**src/rtl/display_pkg.sv**
```systemverilog
// Shared types and helpers for the multiplexed 7-segment scan controller.
package display_pkg;

  localparam int DIGIT_W = 5;
  localparam int SEG_W   = 7;

  typedef enum logic [1:0] {
    SCAN_IDLE  = 2'd0,
    SCAN_BLANK = 2'd1,
    SCAN_SHOW  = 2'd2
  } scan_state_e;

  // Bits needed to count 0..value-1.
  function automatic int clog2(input int value);
    int result;
    result = 0;
    for (int v = value - 1; v > 0; v = v >> 1) begin
      result = result + 1;
    end
    return result;
  endfunction

endpackage

```
**src/rtl/scan_slot_timer.sv**
```systemverilog
// Per-digit slot counter; flags the end of the blank gap and the end of the slot.
module scan_slot_timer #(
  parameter int TICKS_PER_DIGIT = 50000,
  parameter int BLANK_TICKS     = 500,
  parameter int CNT_W           = display_pkg::clog2(TICKS_PER_DIGIT)
) (
  input  logic clk,
  input  logic rst,
  input  logic clear,
  output logic blank_end,
  output logic slot_end
);
  import display_pkg::*;

  localparam logic [CNT_W-1:0] BLANK_LAST = CNT_W'(BLANK_TICKS - 1);
  localparam logic [CNT_W-1:0] SLOT_LAST  = CNT_W'(TICKS_PER_DIGIT - 1);

  logic [CNT_W-1:0] cnt_r;

  // Slot counter: restarts whenever the controller begins a new slot or idles.
  always_ff @(posedge clk or posedge rst) begin
    if (rst) begin
      cnt_r <= '0;
    end else if (clear) begin
      cnt_r <= '0;
    end else begin
      cnt_r <= cnt_r + CNT_W'(1);
    end
  end

  assign blank_end = (cnt_r == BLANK_LAST);
  assign slot_end  = (cnt_r == SLOT_LAST);

endmodule

```
**src/rtl/display_scan_ctrl.sv**
```systemverilog
// Time-multiplexed digit scan with blanking gaps and tear-free, frame-aligned value commit.
module display_scan_ctrl #(
  parameter int NUM_DIGITS      = 4,
  parameter int DIGIT_W         = display_pkg::DIGIT_W,
  parameter int TICKS_PER_DIGIT = 50000,
  parameter int BLANK_TICKS     = 500
) (
  input  logic                           clk,
  input  logic                           reset,
  input  logic                           en,
  input  logic                           load,
  input  logic [NUM_DIGITS*DIGIT_W-1:0]  digit_val,
  output logic                           busy,
  output logic [DIGIT_W-1:0]             code_out,
  output logic [NUM_DIGITS-1:0]          dig_en,
  output logic                           frame_done
);
  import display_pkg::*;

  localparam int VAL_W = NUM_DIGITS * DIGIT_W;
  localparam int IDX_W = clog2(NUM_DIGITS);
  localparam logic [IDX_W-1:0] IDX_LAST = IDX_W'(NUM_DIGITS - 1);

  scan_state_e           state_r, state_nxt_s;
  logic [IDX_W-1:0]      idx_r, idx_nxt_s;
  logic [VAL_W-1:0]      pending_r, pending_nxt_s;
  logic [VAL_W-1:0]      shadow_r, shadow_nxt_s;
  logic                  busy_r, busy_nxt_s;
  logic [DIGIT_W-1:0]    code_r, code_nxt_s;
  logic [NUM_DIGITS-1:0] dig_en_r, dig_en_nxt_s;
  logic                  frame_done_r;
  logic                  wrap_s;
  logic                  clear_s;
  logic                  blank_end_s;
  logic                  slot_end_s;

  assign clear_s = (state_r == SCAN_IDLE) || !en || slot_end_s;

  scan_slot_timer #(
    .TICKS_PER_DIGIT (TICKS_PER_DIGIT),
    .BLANK_TICKS     (BLANK_TICKS)
  ) u_timer (
    .clk       (clk),
    .rst       (reset),
    .clear     (clear_s),
    .blank_end (blank_end_s),
    .slot_end  (slot_end_s)
  );

  // Scan sequencing: next state, next digit index and frame wrap detection.
  always_comb begin
    state_nxt_s = state_r;
    idx_nxt_s   = idx_r;
    wrap_s      = 1'b0;
    case (state_r)
      SCAN_IDLE: begin
        idx_nxt_s = '0;
        if (en) begin
          state_nxt_s = SCAN_BLANK;
        end else begin
          state_nxt_s = SCAN_IDLE;
        end
      end
      SCAN_BLANK: begin
        if (!en) begin
          state_nxt_s = SCAN_IDLE;
          idx_nxt_s   = '0;
        end else if (blank_end_s) begin
          state_nxt_s = SCAN_SHOW;
        end else begin
          state_nxt_s = SCAN_BLANK;
        end
      end
      SCAN_SHOW: begin
        if (!en) begin
          state_nxt_s = SCAN_IDLE;
          idx_nxt_s   = '0;
        end else if (slot_end_s) begin
          state_nxt_s = SCAN_BLANK;
          if (idx_r == IDX_LAST) begin
            idx_nxt_s = '0;
            wrap_s    = 1'b1;
          end else begin
            idx_nxt_s = idx_r + IDX_W'(1);
          end
        end else begin
          state_nxt_s = SCAN_SHOW;
        end
      end
      default: begin
        state_nxt_s = SCAN_IDLE;
        idx_nxt_s   = '0;
      end
    endcase
  end

  // Load/commit handshake and next output values; outputs use post-commit data
  // so the first digit of a frame already shows the newly committed code.
  always_comb begin
    pending_nxt_s = pending_r;
    shadow_nxt_s  = shadow_r;
    busy_nxt_s    = busy_r;
    dig_en_nxt_s  = '0;
    if (wrap_s) begin
      busy_nxt_s = 1'b0;
      if (load) begin
        shadow_nxt_s  = digit_val;
        pending_nxt_s = digit_val;
      end else begin
        shadow_nxt_s = pending_r;
      end
    end else if (load) begin
      pending_nxt_s = digit_val;
      busy_nxt_s    = 1'b1;
    end else begin
      busy_nxt_s = busy_r;
    end
    code_nxt_s = shadow_nxt_s[idx_nxt_s*DIGIT_W +: DIGIT_W];
    if (state_nxt_s == SCAN_SHOW) begin
      dig_en_nxt_s[idx_nxt_s] = 1'b1;
    end else begin
      dig_en_nxt_s = '0;
    end
  end

  // State, data and output registers.
  always_ff @(posedge clk or posedge reset) begin
    if (reset) begin
      state_r      <= SCAN_IDLE;
      idx_r        <= '0;
      pending_r    <= '0;
      shadow_r     <= '0;
      busy_r       <= 1'b0;
      code_r       <= '0;
      dig_en_r     <= '0;
      frame_done_r <= 1'b0;
    end else begin
      state_r      <= state_nxt_s;
      idx_r        <= idx_nxt_s;
      pending_r    <= pending_nxt_s;
      shadow_r     <= shadow_nxt_s;
      busy_r       <= busy_nxt_s;
      code_r       <= code_nxt_s;
      dig_en_r     <= dig_en_nxt_s;
      frame_done_r <= wrap_s;
    end
  end

  assign busy       = busy_r;
  assign code_out   = code_r;
  assign dig_en     = dig_en_r;
  assign frame_done = frame_done_r;

endmodule

```
**config.mk**
```make
export PLATFORM = sky130hd
export DESIGN_NAME = display_scan_ctrl
export DESIGN_NICKNAME = d
export VERILOG_FILES = /design/src/rtl/display_pkg.sv /design/src/rtl/scan_slot_timer.sv /design/src/rtl/display_scan_ctrl.sv
export SDC_FILE = /design/constraint.sdc
export NUM_CORES = 1
export LEC_CHECK = 0
export CORE_MARGIN = 2
export CORE_UTILIZATION = 60
export DETAILED_ROUTE_END_ITERATION = 7
export PLACE_DENSITY = 0.82
export SLEW_MARGIN = 20
export SYNTH_ARGS = -nofsm -noshare
export SYNTH_HDL_FRONTEND = slang
export SYNTH_SLANG_ARGS = --single-unit
```
**constraint.sdc**
```tcl
create_clock -name clk -period 4.8 [get_ports clk]
set_input_delay 0.96 -clock clk [delete_from_list [all_inputs] [get_ports clk]]
set_output_delay 0.96 -clock clk [all_outputs]
set_load 0.05 [all_outputs]
```
* After elaboration in Yosys (flattened, before gate mapping)
Cells that the tools add are included.
Word-level totals: flip-flop bits (word level) 71, bits of input ports 24, word-level logic and storage cells 50, output and inout port bits 11
Operators by class: shifts and indexed selects 1, multiply operators 1, add/subtract/negate cells 2, eq/ne operators 6, reductions and logical operators 6, multiplexer cells 23, magnitude comparators 2
Operator list (count):
- $mux 20 | 2
- $shiftx 20x6->5 | 1
- $add 16x1->16 const B | 1
- $eq 16x16->1 const B | 1
- $eq 16x9->1 const B | 1
- $mux 16 | 1
- $mux 2 | 8
- $mux 1 | 8
- $eq 2x2->1 const B | 3
- $pmux 2 s3 | 1
- $mul 2x3->5 const B | 1
- $mux 4 | 1
- $pmux 2 s2 | 1
- $lt 2x3->1 const B | 1
- $add 2x1->2 const B | 1
- $demux 1 s2 | 1
- $eq 2x1->1 const B | 1
- $ge 2x1->1 const B | 1
- $logic_not 2->1 | 1
- $logic_or 1x1->1 | 2
- $reduce_bool 2->1 | 1
- $logic_and 1x1->1 | 1
- $logic_not 1->1 | 1

* Longest topological paths before layout
Gate-level depths: netlist of run 1.
depth in word-level cells 10, depth in mapped cells 9, depth with buffers taken out 8

* Hierarchy
Synthesis of run 1 repeated with hierarchy kept, for this count alone.
Second synthesis, totals: cell total of the unflattened synthesis 239, area total of the unflattened synthesis 3136.8 µm²
Modules (own cells, without submodules):
- display_scan_ctrl | area an instance 2279.7 µm², cells each 149, seq. area each 1376.3 µm², times used 1
- scan_slot_timer | area an instance 857.1 µm², cells each 90, seq. area each 400.4 µm², times used 1

* Least setup slack after synthesis of run 1
OpenSTA, ideal clock, no wires.
kind reg-to-reg, start register u_timer.cnt_r[11], end register code_r[0], in the netlist code_out[0], clock period less this slack 2.532 ns, path slack 2.268 ns, arrival time 2.454 ns, library setup time 0.077 ns, buffers on the path 2, stages on the path, launching flop included 9, data required time 4.723 ns, path through dfrtp_1 -> or4_4 -> buf_6 -> or4_4 -> buf_6 -> a31oi_4 -> nand2_4 -> mux2_4 -> a21oi_1
Between the ends: longest elaborated chain between the ends 6, elaborated cells between the ends (all ways) 10
RTL lines:
- start, declared | RTL line scan_slot_timer.sv:18 | logic [CNT_W-1:0] cnt_r;
- start signal, assigned | RTL line scan_slot_timer.sv:27 | cnt_r <= cnt_r + CNT_W'(1);
- $eq 16x16->1 (*) | RTL line scan_slot_timer.sv:32 | assign slot_end = (cnt_r == SLOT_LAST);
- $mux 2 / $mux 1 (equally long branches) | RTL line display_scan_ctrl.sv:78 | end else if (slot_end_s) begin
- $mux 2 / $mux 1 (equally long branches) | RTL line display_scan_ctrl.sv:75 | if (!en) begin
- $pmux 2 s2 / $mux 1 (equally long branches) | RTL line display_scan_ctrl.sv:55 | case (state_r)
- $mul 2x3->5 / $mux 20 (equally long branches) | RTL line display_scan_ctrl.sv:118, display_scan_ctrl.sv:104
- $shiftx 20x6->5 (*) | RTL line display_scan_ctrl.sv:118 | code_nxt_s = shadow_nxt_s[idx_nxt_s*DIGIT_W +: DIGIT_W];
- named net code_nxt_s[0] | RTL line display_scan_ctrl.sv:29 | logic [DIGIT_W-1:0] code_r, code_nxt_s;
- end signal, assigned | RTL line display_scan_ctrl.sv:143 | code_r <= code_nxt_s;
- end, declared | RTL line display_scan_ctrl.sv:29
The timed path passes the listed nets; every way through them passes the cells marked *. A chain may end at the register's enable or synchronous reset.

* Worst setup path in the final report of run 1
start input port load, end register code_r[4], in the netlist code_out[4]
Between the ends: longest elaborated chain between the ends 3
RTL lines:
- start, declared | RTL line display_scan_ctrl.sv:11 | input logic load,
- $mux 20
- named net pending_nxt_s[14] | RTL line display_scan_ctrl.sv:26 | logic [VAL_W-1:0] pending_r, pending_nxt_s;
- $mux 20 | RTL line display_scan_ctrl.sv:104 | if (wrap_s) begin
- named net shadow_nxt_s[14] | RTL line display_scan_ctrl.sv:27 | logic [VAL_W-1:0] shadow_r, shadow_nxt_s;
- $shiftx 20x6->5 | RTL line display_scan_ctrl.sv:118
- named net code_nxt_s[4] | RTL line display_scan_ctrl.sv:29
The timed path passes the listed nets, and every way through them passes these cells.

==> summary.md, run 1 <==
| Metric | Value |
|---|---|
| Critical path depth | `6` |
| Post-synth top area share | `~54%` |
| Sink Count | `71` |
| Synth Area in Compound Gates | `~8.5%` |
| Met2 WL | `3190 um` |
| Final GP Congestion | `around 0.83` |
| Main combinational cell family by area after synthesis | `simple AND/OR/NAND/NOR gates` |
| Layout net count | `356` |
| Final setup viols | `0` |
| HP Class | `reg -> reg` |
| Crit Path Class | `in -> reg` |
| Top cells by area, synth | `dfrtp_1 54%, mux2_2 7.6%, mux2i_1 3.1%` |
| Routed WL | `roughly 6500 um` |
| Vias per inst | `5.85` |
| Tot GR Track Use | `about a quarter` |
| Drt wl/cell | `~16 um` |
| Max Cap Violations | `0` |
| # fillers | `between 300 and 400` |
| R2R depth | `7` |
| Max_slew headroom | `roughly 45%` |
| # diodes | `0` |
| Synth Warn # | `0` |
| Met1 WL | `~3000 um` |
| CP top delay family | `buffers and inverters` |
| DR WL met3 | `294 um` |
| Worst Setup End Kind | `register` |
| Mapped Nets | `between 300 and 400` |
| Seq cells post-synth | `a little over 70` |
| Final cycle utilization of the critical path | `roughly 63%` |
| Cell mode on critical path | `mux2_2` |
| Final min period | `between 3 and 4 ns` |
| I/O pins | `35` |
| Rows | `26` |
| DRT Pass-1 Iters | `4` |
| Commonest cells in the netlist | `71 x dfrtp_1, 25 x nor2_1, 22 x mux2_2` |
| Share of cells above drive strength 1 | `approximately 16%` |
| Crit path DAT | `3.24 ns` |
| Hold path depth | `2` |
| Actual slew at the worst max-slew pin | `a little over 0.8 ns` |
| Post-synthesis xor/xnor area fraction | `3.21%` |
| Die X-Extent | `~78 um` |
| Post-Synth Simple-Gate Area | `15.2%` |
| Post-synth EDFFs | `0` |
| Total power draw | `about 1.2 mW` |
| Most frequent cell after synthesis | `dfrtp_1` |
| Power per Cell Area | `between 300 and 400 mW/mm^2` |
| Largest area contributor in the netlist | `dfrtp_1` |
| CTS tree | `built` |
| I/O Buffers | `34` |
| CP Cell Sequence | `clkdlybuf4s50_1 > buf_4 > mux2_2 > mux2_2 > o32ai_1 > a21oi_1` |
| Worst vdd ir | `slightly above 0.2 mV` |
| Ys async rst share | `100%` |
| Root Buffer | `clkbuf_8` |
| Max FO, Critical Path | `16` |
| Mux cell area share after synthesis | `~12%` |
| Largest net degree at the start of global routing | `48` |
| Via count | `approximately 2,300` |
| DP HPWL | `around 4400 um` |
| Most used flip-flop cell after synthesis | `dfrtp_1` |
| Max stage delay cell, worst path | `clkdlybuf4s50_1` |
| Vias in the first global route | `about 2,400` |
| Leakage power | `~1.8 nW` |
| Number of buffer and inverter stages on the critical path | `2` |
| Pins Over Slew Limit | `0` |
| Highest Clock Rate | `332 MHz` |
| CTS Buf Count | `9` |
| Clk Latency, worst-skew pair | `approximately 0.35 ns` |
| TNS Setup | `0 ns` |
| Initial antenna violation count | `0` |
| Status | `complete, no violations` |
| Syn Std Cell Area | `0.00327 mm^2` |
| Die Span Y | `a little under 80 um` |
| Area grow syn2layout | `18.7%` |
| Syn Inst Count | `between 200 and 300` |
| Core Region | `approximately 0.0052 mm^2` |
| Count of distinct cell types in the synthesized netlist | `41` |
| Final hold viol count | `0` |
| Clock tree buffer depth | `2` |
| Uppermost routed layer | `met4` |
| DR iter-0 viols | `between 200 and 250` |
| Unrepaired setup endpoints after global routing | `no` |
| Worst path max stage delay | `slightly above 1 ns` |
| Total congestion overflow | `0` |
| Avg Cell Area, Syn | `11.4 um^2` |
| # hold bufs at CTS | `0` |
| Full die area | `0.00606 mm^2` |
| Global-route wire length before repair | `around 11,000 um` |
| Seq/Total Area, Yosys | `54.3%` |
| FF+latch area | `0.00178 mm^2` |
| Multi-input logic area | `0.00138 mm^2` |
| Initial Util | `between 60% and 70%` |
| H-tree levels | `3` |
| Synth Area in Adders | `approximately 2.7%` |
| Clock-pin slew on the worst setup and hold paths | `0.07 ns` |
| Worst endpoint required time | `around 5 ns` |
| ANT nets after route | `0` |
| DRC Markers | `0` |
| Crit start category | `primary input` |
| Post-CTS Setup Bufs | `0` |
| Post-CTS sizing | `0` |
| Final Skew | `about 0.0054 ns` |
power breakdown:
part / internal, mW / switching [mW]
sequential: 0.616 / 0.00621
combinational: 0.0366 / 0.0432
clock: 0.291 / 0.223
total: 0.943 / 0.272
layout by cell type, fill, tap and decap left out, types with 2 or more instances in the layout:
cell type / n
nand3b_1: 3
inv_1: 16
mux2i_1: 10
mux2_2: 22
and3_1: 4
a21oi_1: 8
nor3_1: 3
clkdlybuf4s50_1: 34
or4_4: 2
o21a_1: 2
xnor2_1: 4
o211ai_2: 2
o32ai_1: 4
and2_1: 2
nand2b_1: 3
nor4_1: 4
xor2_1: 8
a31oi_1: 4
o41ai_1: 2
mux2_4: 4
nand2_1: 16
buf_4: 3
clkbuf_8: 9
nor2_1: 25
clkinvlp_4: 2
dfrtp_1: 71
ha_1: 7
nand3_1: 15
clkinv_2: 3
and4_1: 4
or3_1: 2
nand4_1: 4
o21ai_0: 15
or4bb_1: 2
bufinv_16: 2
per-stage QoR:
stage | setup WS [ns] | cell area, um^2 | utilization (%) | hold slack (ns) | cells
global route | 1.74 | 3880 | 75.1 | 0.515 | 400
floorplan | 2.04 | 3270 | - | 0.443 | 287
CTS | 1.82 | 3880 | 75.0 | 0.489 | 400
global placement | 1.55 | 3670 | 70.9 | 0.456 | 384
detailed placement | 1.50 | 3670 | 70.9 | 0.473 | 384
finish | 1.79 | 3880 | 75.1 | 0.485 | 400
tightest hold or removal path: stages (launching register included):
cell	delay, ns
dfrtp_1	0.32
nand2_1	0.06
o21ai_0	0.07
final timing paths:
path | startpoint | to | slack (ns)
min in group asynchronous | reset | state_r[0] | 1.06
worst min register to register | shadow_r[15] | shadow_r[15] | 0.48
worst min-delay path | shadow_r[15] | shadow_r[15] | 0.48
worst max-delay path | load | code_out[4] | 1.79
worst max register to register | u_timer.cnt_r[11] | code_out[3] | 2.04
max in group asynchronous | reset | pending_r[19] | 2.94
registers in the layout, summed over array words and instances (netlist names):
name / count
state_r: 2
u_timer.cnt_r: 16
dig_en: 4
idx_r: 2
shadow_r: 20
busy: 1
code_out: 5
pending_r: 20
frame_done: 1
routing by layer:
layer	track usage, %	vias to the layer above
met5	0	-
met4	12.5	0
met3	4.19	12
met2	37.2	65
met1	33.8	1170
li1	-	1094
cell families (layout without fill, tap and decap cells):
kind of cell,count (synthesis),count (layout)
compound gates,41,41
xor+xnor,12,12
fa+ha+maj,7,7
buf+inv,27,70
flops,71,71
mux,36,36
simple gates,93,93
layout make-up:
class / instances / area share [%]
Sequential cell: 71 / 45.8
Multi-Input combinational cell: 189 / 35.5
Timing Repair Buffer: 37 / 9.35
Clock buffer: 10 / 3.29
Tap cell: 70 / 2.26
Clock inverter: 6 / 2.19
Inverter: 17 / 1.68
Power figures use the tool's default switching activity.
==> run 2: changes to the inputs <==
--- a/config.mk
+++ b/config.mk
@@ -6,9 +6,9 @@
 export NUM_CORES = 1
 export LEC_CHECK = 0
 export CORE_MARGIN = 2
-export CORE_UTILIZATION = 60
+export CORE_UTILIZATION = 56
 export DETAILED_ROUTE_END_ITERATION = 7
-export PLACE_DENSITY = 0.82
+export PLACE_DENSITY = 0.77
 export SLEW_MARGIN = 20
 export SYNTH_ARGS = -nofsm -noshare
 export SYNTH_HDL_FRONTEND = slang
==> constraint.sdc (replaced) <==
create_clock -name clk -period 3 [get_ports clk]
set_input_delay 0.6 -clock clk [delete_from_list [all_inputs] [get_ports clk]]
set_output_delay 0.6 -clock clk [all_outputs]
set_load 0.05 [all_outputs]
==> run 2 against run 1 <==
Combinational power grew 62%. Register-to-register slack lost 1.7 ns. Sequential share of layout area shrank 0.50 points. Power grew 63%. Critical path depth grew 1. Core utilization shrank 4.6 points. Clock-buffer cell count is the same. Via count shrank 4.4%. Critical path type is now reg -> reg. Cell area grew 1.1%. Largest power group unchanged.
==> summary.md, run 2 (same netlist as run 1, synthesis figures left out) <==
| Metric | Value |
|---|---|
| HP Class | `reg -> reg` |
| TNS Setup | `0 ns` |
| Worst path max stage delay | `between 0.6 and 0.7 ns` |
| DP HPWL | `~4200 um` |
| Power per Cell Area | `approximately 500 mW/mm^2` |
| Die Span Y | `between 80 and 90 um` |
| Vias per inst | `roughly 5.6` |
| Largest net degree at the start of global routing | `about 50` |
| H-tree levels | `3` |
| Crit path DAT | `2.91 ns` |
| Max Cap Violations | `0` |
| Tot GR Track Use | `21.5%` |
| Core Region | `0.00557 mm^2` |
| Max FO, Critical Path | `29` |
| Highest Clock Rate | `between 300 and 400 MHz` |
| Clock-pin slew on the worst setup and hold paths | `approximately 0.080 ns` |
| Actual slew at the worst max-slew pin | `around 0.63 ns` |
| Routed WL | `roughly 6000 um` |
| DR iter-0 viols | `between 100 and 150` |
| Area grow syn2layout | `20.0%` |
| Final min period | `roughly 2.7 ns` |
| Max_slew headroom | `a little under three fifths` |
| Post-CTS Setup Bufs | `0` |
| Unrepaired setup endpoints after global routing | `no` |
| Most common cell after layout, fill and taps aside | `dfrtp_1` |
| Leakage power | `about 1.8 nW` |
| Max stage delay cell, worst path | `or4_4` |
| Drt wl/cell | `roughly 15 um` |
| CTS Buf Count | `9` |
| Worst endpoint required time | `~3.2 ns` |
| Rows | `27` |
| Crit Path Class | `reg -> reg` |
| CTS tree | `built` |
| DRT Pass-1 Iters | `4` |
| CP top delay family | `simple AND/OR/NAND/NOR gates` |
| # diodes | `0` |
| Total congestion overflow | `0` |
| Most frequent cells in the layout | `71 x dfrtp_1, 34 x clkdlybuf4s50_1, 25 x nor2_1` |
| Final Skew | `0.0113 ns` |
| Global-route wire length before repair | `around 11,000 um` |
| Sink Count | `just over 70` |
| # placed instances | `~390` |
| Share of cells above drive strength 1 | `between 10% and 20%` |
| CP Cell Sequence | `or4_4 > nor4_1 > nand4_1 > buf_4 > mux2_2 > o32ai_1 > a21oi_1` |
| Number of buffer and inverter stages on the critical path | `1` |
| Biggest regs | `pending_r (20), shadow_r (20), u_timer.cnt_r (16)` |
| Vias in the first global route | `around 2,300` |
| ANT nets after route | `0` |
| Crit start category | `register` |
| Clock tree buffer depth | `2` |
| DRC Markers | `0` |
| Final hold viol count | `0` |
| Worst vdd ir | `roughly 0.36 mV` |
| Root Buffer | `clkbuf_8` |
| Pins Over Slew Limit | `0` |
| Full die area | `approximately 0.0065 mm^2` |
| Clk Latency, worst-skew pair | `around 0.34 ns` |
| Layout net count | `approximately 360` |
| Initial Util | `just under 60%` |
| # hold bufs at CTS | `0` |
| I/O Buffers | `34` |
| Final setup viols | `0` |
| Die X-Extent | `between 80 and 90 um` |
| Worst Setup End Kind | `register` |
| Status | `complete, no violations` |
| Final cycle utilization of the critical path | `~89%` |
| Final GP Congestion | `0.810` |
| Initial antenna violation count | `0` |
| I/O pins | `35` |
| Total power draw | `a little under 2 mW` |
| Final cell count without fillers | `between 400 and 500` |
| Post-CTS sizing | `0` |
| Via count | `2,237` |
-- run 2: changes by cell type in the layout (fill, tap and decap cells not counted), sizes merged --
cell,before,now
clkinvlp,2,0
clkinv,3,2
inv,16,19
-- run 2: layout make-up --
cell class | count | area, um^2
flip-flops and latches | 71 | 1780
fillers | 412 | 1650
multi-input cells | 189 | 1380
repair buffers | 37 | 388
clock buffers | 10 | 138
clock inverters | 6 | 91.3
well taps | 72 | 90.1
inverters | 17 | 63.8
-- run 2: power by group --
group	total (mW)	switching (mW)	internal [mW]
combinational	0.129	0.0677	0.0615
clock	0.863	0.366	0.497
sequential	0.994	0.00894	0.985
-- run 2: per-stage QoR --
step	hold WS, ns	setup slack, ns	utilization (%)	instance area (um^2)
after CTS	0.487	0.358	70.4	3930
final	0.488	0.322	70.4	3930
after global placement	0.454	0.427	66.3	3700
after floorplan	0.443	0.468	-	3270
after detailed placement	0.468	0.387	66.3	3700
after global routing	0.510	0.178	70.4	3930
-- run 2: worst min-delay path, stage by stage, from the launching register on --
cell and delay, ns:
dfrtp_1 0.32, nand2_1 0.06, o21ai_0 0.07
-- run 2: path summary, 6_finish.rpt --
| check | startpoint | endpoint | slack (ns) | cells past startpoint |
|---|---|---|---|---|
| setup / recovery | u_timer.cnt_r[11] | code_out[3] | 0.32 | 7 |
| hold / removal | shadow_r[9] | shadow_r[9] | 0.49 | 2 |
| setup reg to reg | u_timer.cnt_r[11] | code_out[3] | 0.32 | 7 |
| hold reg to reg | shadow_r[9] | shadow_r[9] | 0.49 | 2 |
| max in group asynchronous | reset | shadow_r[5] | 1.78 | 3 |
| min in group asynchronous | reset | dig_en[3] | 0.60 | 2 |
-- run 2: metal layers --
layer  vias to the layer above  routed length, um  track usage (%)
li1                       1090                  -                -
met1                      1102               2790             28.9
met2                        38               2900             34.3
met3                         7                222             3.60
met4                         0                 84             9.66
met5                         -                  0                0
==> run 3: changes to the inputs <==
--- a/config.mk
+++ b/config.mk
@@ -6,9 +6,10 @@
 export NUM_CORES = 1
 export LEC_CHECK = 0
 export CORE_MARGIN = 2
-export CORE_UTILIZATION = 56
+export CORE_UTILIZATION = 60
 export DETAILED_ROUTE_END_ITERATION = 7
-export PLACE_DENSITY = 0.77
+export DONT_BUFFER_PORTS = 1
+export PLACE_DENSITY = 0.74
 export SLEW_MARGIN = 20
 export SYNTH_ARGS = -nofsm -noshare
 export SYNTH_HDL_FRONTEND = slang
==> run 3 against run 2 <==
Hold slack lost 0.25 ns. Routed wire length shrank 1.7%. Register-to-register slack improved by 0.02 ns. Clock power down 3.9%. Die area is 6.3% lower. Final cell count fell by 8.7%. Critical path depth did not move. Combinational power shrank 32%.
==> summary.md, run 3 (same netlist as run 1, synthesis figures left out) <==
| Metric | Value |
|---|---|
| Max Cap Violations | `0` |
| # hold bufs at CTS | `0` |
| Drt wl/cell | `between 15 and 20 um` |
| H-tree levels | `3` |
| Worst Setup End Kind | `register` |
| Vias in the first global route | `around 2,200` |
| M2 GR Usage | `a little over a third` |
| Via count | `~2,100` |
| Rows | `26` |
| CP top delay family | `simple AND/OR/NAND/NOR gates` |
| Sink Count | `between 70 and 80` |
| # fillers | `378` |
| Max FO, Critical Path | `13` |
| Die Span Y | `approximately 80 um` |
| Met3 usage | `between 4 and 5%` |
| Core Region | `0.00517 mm^2` |
| Clock-pin slew on the worst setup and hold paths | `around 0.070 ns` |
| Worst endpoint required time | `3.22 ns` |
| Initial antenna violation count | `0` |
| HP Class | `in -> async` |
| Fin util | `between 60% and 70%` |
| Most frequent cells in the layout | `71 x dfrtp_1, 25 x nor2_1, 22 x mux2_2` |
| I/O pins | `35` |
| ANT nets after route | `0` |
| TNS Setup | `0 ns` |
| GR peak layer | `met2` |
| Area grow syn2layout | `9.14%` |
| # diodes | `0` |
| Final GP Congestion | `between 0.8 and 0.9` |
| Final min period | `2.66 ns` |
| Clock tree buffer depth | `2` |
| Crit path DAT | `around 2.9 ns` |
| DP HPWL | `between 4000 and 5000 um` |
| Layout net count | `about 320` |
| CTS tree | `built` |
| Initial Util | `63.3%` |
| Final hold viol count | `0` |
| Root Buffer | `clkbuf_8` |
| Full die area | `~0.006 mm^2` |
| Total congestion overflow | `0` |
| Power per Cell Area | `536 mW/mm^2` |
| Final cycle utilization of the critical path | `about nine tenths` |
| Clk Latency, worst-skew pair | `0.34 ns` |
| Pins Over Slew Limit | `0` |
| CTS Buf Count | `9` |
| Global-route wire length before repair | `slightly above 10,000 um` |
| Vias per inst | `5.75` |
| Post-CTS sizing | `0` |
| Unrepaired setup endpoints after global routing | `no` |
| Biggest regs | `pending_r (20), shadow_r (20), u_timer.cnt_r (16)` |
| DRT Pass-1 Iters | `4` |
| Crit Path Class | `reg -> reg` |
| Worst vdd ir | `between 0.3 and 0.4 mV` |
| Worst path max stage delay | `around 0.6 ns` |
| Max_slew headroom | `a little under three fifths` |
| Status | `complete, no violations` |
| Final Skew | `around 0.0097 ns` |
| Crit start category | `register` |
| DRC Markers | `0` |
| FF+latch area | `about 0.0018 mm^2` |
| Number of buffer and inverter stages on the critical path | `1` |
| DR iter-0 viols | `slightly above 200` |
| CP Cell Sequence | `or4_4 > nor4_1 > nand4_1 > buf_4 > mux2_2 > o32ai_1 > a21oi_1` |
| Highest Clock Rate | `376 MHz` |
| Final setup viols | `0` |
| Actual slew at the worst max-slew pin | `0.673 ns` |
| Die X-Extent | `77.8 um` |
| Multi-input logic area | `~0.0014 mm^2` |
| Share of cells above drive strength 1 | `between 10% and 20%` |
| Most common cell after layout, fill and taps aside | `dfrtp_1` |
| Routed WL | `roughly 6000 um` |
| Largest net degree at the start of global routing | `41` |
| Max stage delay cell, worst path | `or4_4` |
| Met1 usage in global routing | `28.8%` |
| Tot GR Track Use | `21.9%` |
| Post-CTS Setup Bufs | `0` |
| Leakage power | `around 1.6 nW` |
| I/O Buffers | `0` |
==> run 3: cell count changes in the layout (fill, tap and decap cells not counted), sizes merged <==
cell | before | now
clkdlybuf4s50 | 34 | 0
inv | 19 | 17
buf | 3 | 4
clkbuf | 10 | 11
clkinvlp | 0 | 1
==> run 3: worst paths after layout <==
path / from / to / slack, ns / depth (start not counted)
setup / recovery: u_timer.cnt_r[11] / code_out[3] / 0.34 / 7
hold / removal: reset / dig_en[2] / 0.24 / 1
setup reg to reg: u_timer.cnt_r[11] / code_out[3] / 0.34 / 7
hold reg to reg: shadow_r[16] / shadow_r[16] / 0.48 / 2
max in group asynchronous: reset / shadow_r[11] / 2.13 / 2
min in group clk: load / busy / 0.40 / 2
==> run 3: layout make-up <==
class | instances | area share [%]
flip-flops and latches | 71 | 49.8
multi-input cells | 189 | 38.6
clock buffers | 11 | 3.96
well taps | 70 | 2.45
clock inverters | 5 | 2.28
inverters | 17 | 1.79
repair buffers | 4 | 1.19
==> run 3: routing by layer <==
layer | vias to the layer above | part of all wire (%)
li1 | 1026 | -
met1 | 1025 | 46
met2 | 48 | 48
met3 | 13 | 3.7
met4 | 0 | 2.1
met5 | - | 0
==> run 3: stage by stage <==
stage / instance area [um^2] / worst slack, ns / total power, mW / instances / hold slack, ns
after floorplan: 3270 / 0.468 / 1.09 / 287 / 0.443
after detailed placement: 3350 / 0.398 / 1.11 / 351 / 0.474
after CTS: 3570 / 0.380 / 1.94 / 367 / 0.244
final: 3570 / 0.343 / 1.91 / 367 / 0.236
after global placement: 3350 / 0.494 / 1.10 / 351 / 0.465
after global routing: 3570 / 0.264 / 1.99 / 367 / 0.286
==> run 3: power breakdown <==
group / leakage (nW) / total, mW / switching (mW) / internal [mW]
combinational: 0.598 / 0.0881 / 0.0543 / 0.0339
clock: 0.110 / 0.829 / 0.338 / 0.491
sequential: 0.939 / 0.997 / 0.0108 / 0.986
total: 1.65 / 1.91 / 0.403 / 1.51
